`config.mk`:
```
export PLATFORM = sky130hd
export DESIGN_NAME = spi_master_multi
export DESIGN_NICKNAME = d
export VERILOG_FILES = /design/src/rtl/spi_master_multi.sv
export SDC_FILE = /design/constraint.sdc
export NUM_CORES = 1
export LEC_CHECK = 0
export BUFFER_PORTS_ARGS = -buffer_cell sky130_fd_sc_hd__clkbuf_2
export CAP_MARGIN = 10
export CORE_ASPECT_RATIO = 0.75
export CORE_MARGIN = 2
export CORE_UTILIZATION = 40
export DETAILED_ROUTE_END_ITERATION = 10
export MAX_ROUTING_LAYER = met4
export SLEW_MARGIN = 15
export SYNTH_ARGS = -nofsm -noshare
export SYNTH_HDL_FRONTEND = slang
export SYNTH_SLANG_ARGS = --single-unit
```
`constraint.sdc`:
```
create_clock -name clk -period 5.8 [get_ports clk]
set_clock_uncertainty 0.1 [all_clocks]
set_input_delay 0.58 -clock clk [delete_from_list [all_inputs] [get_ports clk]]
set_output_delay 0.58 -clock clk [all_outputs]
set_load 0.02 [all_outputs]
```
`src/rtl/spi_master_multi.sv`:
```
// SPI master with per-frame mode, length, clock divider and chip-select choice.
// A frame is SETUP (one half-period with CS asserted), XFER (2*len SCK edges),
// HOLD (one half-period before CS release). Frame settings are captured on accept.
module spi_master_multi #(
  parameter int DATA_WIDTH = 32,
  parameter int NCS        = 2,
  parameter int DIV_WIDTH  = 8,
  parameter int LEN_WIDTH  = $clog2(DATA_WIDTH + 1)
) (
  input  logic                                  clk,
  input  logic                                  nrst,
  input  logic                                  start,
  input  logic [LEN_WIDTH-1:0]                  frame_len,
  input  logic [((NCS > 1) ? $clog2(NCS) : 1)-1:0] cs_sel,
  input  logic                                  cpol,
  input  logic                                  cpha,
  input  logic [DIV_WIDTH-1:0]                  clk_div,
  input  logic [DATA_WIDTH-1:0]                 tx_data,
  input  logic                                  sdi,
  output logic                                  sck,
  output logic                                  sdo,
  output logic [NCS-1:0]                        cs_n,
  output logic [DATA_WIDTH-1:0]                 rx_data,
  output logic                                  busy,
  output logic                                  done
);

  localparam int CSW = (NCS > 1) ? $clog2(NCS) : 1;

  typedef enum logic [1:0] {IDLE, SETUP, XFER, HOLD} state_t;

  state_t                state, state_nx;
  logic [LEN_WIDTH-1:0]  len_in, len_q;
  logic [DIV_WIDTH-1:0]  div_q, div_cnt;
  logic [LEN_WIDTH:0]    edge_cnt, edge_last;
  logic                  cpha_q;
  logic [DATA_WIDTH-1:0] tx_aligned, tx_sh, rx_sh;
  logic [NCS-1:0]        cs_dec;
  logic                  accept, div_hit, last_edge, leading;

  assign len_in     = (frame_len > LEN_WIDTH'(DATA_WIDTH)) ? LEN_WIDTH'(DATA_WIDTH) : frame_len;
  // Frame is MSB-aligned in the shift register so the next bit is always at the top.
  assign tx_aligned = tx_data << (DATA_WIDTH - int'(len_in));
  assign accept     = start && (state == IDLE) && (frame_len != '0);
  assign div_hit    = (div_cnt == div_q);
  assign edge_last  = {len_q, 1'b0} - (LEN_WIDTH + 1)'(1);
  assign last_edge  = (edge_cnt == edge_last);
  assign leading    = ~edge_cnt[0];

  // Decode the requested chip select; out-of-range indices select nothing.
  always_comb begin
    cs_dec = '1;
    for (int unsigned i = 0; i < NCS; i++) begin
      if (cs_sel == CSW'(i)) cs_dec[i] = 1'b0;
    end
  end

  // State register.
  always_ff @(posedge clk or negedge nrst) begin
    if (!nrst) state <= IDLE;
    else       state <= state_nx;
  end

  // Next-state logic.
  always_comb begin
    state_nx = state;
    case (state)
      IDLE:    if (accept)               state_nx = SETUP;
      SETUP:   if (div_hit)              state_nx = XFER;
      XFER:    if (div_hit && last_edge) state_nx = HOLD;
      HOLD:    if (div_hit)              state_nx = IDLE;
      default:                           state_nx = IDLE;
    endcase
  end

  // Frame datapath: capture, SCK generation, shifting and completion.
  always_ff @(posedge clk or negedge nrst) begin
    if (!nrst) begin
      len_q    <= '0;
      div_q    <= '0;
      div_cnt  <= '0;
      edge_cnt <= '0;
      cpha_q   <= 1'b0;
      tx_sh    <= '0;
      rx_sh    <= '0;
      rx_data  <= '0;
      sck      <= 1'b0;
      sdo      <= 1'b0;
      cs_n     <= '1;
      busy     <= 1'b0;
      done     <= 1'b0;
    end else begin
      done <= 1'b0;
      case (state)
        IDLE: begin
          if (accept) begin
            len_q    <= len_in;
            div_q    <= clk_div;
            cpha_q   <= cpha;
            tx_sh    <= tx_aligned;
            rx_sh    <= '0;
            div_cnt  <= '0;
            edge_cnt <= '0;
            busy     <= 1'b1;
            cs_n     <= cs_dec;
            sck      <= cpol;
            sdo      <= tx_aligned[DATA_WIDTH-1];
          end
        end
        SETUP: div_cnt <= div_hit ? '0 : div_cnt + DIV_WIDTH'(1);
        XFER: begin
          if (div_hit) begin
            div_cnt  <= '0;
            sck      <= ~sck;
            edge_cnt <= edge_cnt + (LEN_WIDTH + 1)'(1);
            if (leading ^ cpha_q) rx_sh <= {rx_sh[DATA_WIDTH-2:0], sdi};
            // cpha=1 re-presents the top bit on the first leading edge, then shifts;
            // cpha=0 already presented it at accept, so it shifts on trailing edges.
            if (cpha_q && leading) begin
              sdo   <= tx_sh[DATA_WIDTH-1];
              tx_sh <= tx_sh << 1;
            end else if (!cpha_q && !leading && !last_edge) begin
              sdo   <= tx_sh[DATA_WIDTH-2];
              tx_sh <= tx_sh << 1;
            end
          end else begin
            div_cnt <= div_cnt + DIV_WIDTH'(1);
          end
        end
        HOLD: begin
          if (div_hit) begin
            div_cnt <= '0;
            busy    <= 1'b0;
            done    <= 1'b1;
            cs_n    <= '1;
            rx_data <= rx_sh;
          end else begin
            div_cnt <= div_cnt + DIV_WIDTH'(1);
          end
        end
        default: ;
      endcase
    end
  end

endmodule

```
==> impl_metrics.ini <==
[run_status]
status = finished, final reports clean

[drt]
drt_iter0_drc = 641
routed_wl_um = 22000
first_pass_iters = 5
vias = 6870
ant_nets = 0
wl_per_cell_um = 18.2
drc = 0
via_per_inst = 5.67

[critical_path]
worstSetupPathType = reg2reg
crit_fanout = 40
cp.required_ns = 6.00
reg2reg_from = state[0]$_DFFE_PN0P_
r2r_end = tx_sh[26]$_DFFE_PN0P_
r2r_cells = 9
end_kind = flop
startpoint_type = flop
cp_data_arrival_time_ns = 4.14
r2r_slack_ns = 1.86

[synth]
synth_fp_nets = 935
synth_edf_count = 0
syn_area_mm2 = 0.00780
synth_area_per_cell_um2 = 8.95
ys_seq_area_share_pct = 43.0
syn_inst = 872
ys_types = 73
async_flop_share_pct = 100
synth_warnings = 0
ys_seq_elements = 134
synthFlopType = dfrtp_1

[clocking]
root_buffer = clkbuf_16
cts_setup_buffers = 0
cts.repair.resized = 0
clkTransAtPathRegs_ns = 0.06
cts_made_buffers = 17
clkSinkCount = 134
hold_buffers = 0
clock_latency_ns = 0.41
htree_levels = 4
clock_path_buffers = 2
cts_tree = done

[sta]
fmax_ghz = 0.254
worst_slack_ns = 1.86
hold_viol = 0
finalCritPeriodShare_pct = 68.0
grt_setup_unrepaired = no
fin_tns_setup_ns = 0
slew_headroom_pct = 27.0
setup_viol = 0
worst_pin_slew_ns = 1.09
finalCriticalPeriod_ns = 3.94
slew_violations = 0

[run]
max_cap_viol_count = 0

[cells_and_area]
syn_to_final_growth_pct = 17.1
diodes = 0
ff_latch_area_mm2 = 0.00336
layout-drive-gt1-share_pct = 17.9
fillers = 1853
multi_input_area_mm2 = 0.00416
nets = 1009

[die]
start_util_pct = 40.6
dieArea_mm2 = 0.0207
io_pins = 91
num_rows = 44
dieHeight_um = 125
dieWidth_um = 165
core_mm2 = 0.0192

[power_and_ir_drop]
vdd_drop_max_mv = 0.221
cellLeakagePower_nw = 4.33
pwr_density_cell_mw_per_mm2 = 411

[place]
port_buffers = 90
gp_congestion = 0.947
post-place-ws_ns = 1.63
dp_hpwl_um = 15500

[global_routing]
grt_max_degree = 88
antenna_found_initial = 0
grt_overflow = 0
grt_pass1_wl_um = 36100
grt_pass1_vias = 6412
track_usage_pct = 22.9

[min_path]
holdCritPathClass = in2async
==> placed cells by master (no fill, tap or decap), drive strengths merged, types with 19 or more instances in the layout <==
cell type | netlist | final
clkbuf | 39 | 107
nand3 | 24 | 24
a22o | 40 | 40
o21ai | 61 | 61
buf | 17 | 22
dfrtp | 132 | 132
nor2 | 68 | 68
nand2 | 190 | 190
inv | 15 | 19
mux2i | 54 | 54
a21oi | 28 | 28
==> worst max-delay path by stage <==
stage | slack, ns | startpoint | cells after the start | endpoint
after CTS | 1.94 | state[0]$_DFFE_PN0P_ | 9 | tx_sh[26]$_DFFE_PN0P_
final | 1.86 | state[0]$_DFFE_PN0P_ | 9 | tx_sh[26]$_DFFE_PN0P_
after detailed placement | 1.63 | frame_len[5] | 13 | sdo$_DFFE_PN0P_
after floorplan | 2.39 | frame_len[5] | 13 | tx_sh[24]$_DFFE_PN0P_
after global placement | 1.73 | frame_len[5] | 11 | tx_sh[16]$_DFFE_PN0P_
after global routing | 1.60 | state[0]$_DFFE_PN0P_ | 9 | sdo$_DFFE_PN0P_
==> power by group <==
group / internal, W / switching [W] / total (W)
clock: 0.000736 / 0.000428 / 0.00116
combinational: 0.000482 / 0.000818 / 0.00130
sequential: 0.00114 / 0.000154 / 0.00129
==> synth_stat cells, drive strengths merged (4+ instances only) <==
cell	n	area (µm²)
o211ai	12	90.1
nor2	68	255
a21oi	28	140
nand4	5	31.3
o21ai	61	309
nand2	190	713
o31a	4	35.0
mux2i	54	541
inv	15	56.3
mux2	16	180
o2bb2ai	10	87.6
clkbuf	39	146
or3	4	25.0
a22o	40	350
and3	6	37.5
a22oi	13	97.6
o22a	4	35.0
nor4	6	43.8
a31oi	5	31.3
a221oi	5	50.0
xor2	10	95.1
xnor2	16	140
ha	10	125
nand3	24	120
nor3	12	65.1
buf	17	92.6
nand2b	9	58.8
dfrtp	132	3300
==> per-layer routing <==
layer | vias to the layer above | global-route usage [%] | wire length (µm)
met1 | 3343 | 35.9 | 11300
met5 | - | - | 0
met3 | 11 | 4.94 | 1570
li1 | 3293 | - | -
met4 | 0 | 4.67 | 136
met2 | 223 | 30.0 | 9080
==> per-stage QoR <==
step	hold WS, ns	area [µm²]	std cells	util, %	power, W
after floorplan	0.184	7800	872	-	0.00221
after global placement	0.360	8500	1180	44.3	0.00259
after detailed placement	0.365	8500	1180	44.3	0.00260
after CTS	0.168	9140	1212	47.6	0.00378
after global routing	0.197	9140	1212	47.6	0.00403
final	0.128	9140	1212	47.6	0.00375
==> layout make-up <==
cell class	instances	area share [%]
clock buffers	18	4.80
clock inverters	14	2.16
repair buffers	111	6.72
multi-input cells	667	45.5
well taps	253	3.46
flip-flops and latches	134	36.7
inverters	15	0.616
==> worst max-delay path, stage by stage, from the launching register on <==
cell and delay, ns:
dfrtp_1 0.41, inv_1 0.09, ha_1 0.14, buf_4 0.38
inv_1 0.24, o31a_1 0.33, nor2_1 0.70, o21a_1 0.75
o311ai_0 0.40, o22a_1 0.26
==> state kept, by name (all words and copies together), names as in the netlist, 2 cells and up <==
| name | flops |
|---|---|
| div_q | 8 |
| len_q | 6 |
| div_cnt | 8 |
| rx_data | 32 |
| cs_n | 2 |
| rx_sh | 32 |
| state | 2 |
| tx_sh | 32 |
| edge_cnt | 7 |
==> logic make-up after synthesis <==
family,count (synthesis),share of synthesized area (%)
buf+inv,71,3.78
mux,72,9.86
compound gates,226,20.6
simple gates,333,18.1
xor+xnor,26,3.01
fa+ha+maj,10,1.60
flops,134,43.0
Power figures use the tool's default switching activity.
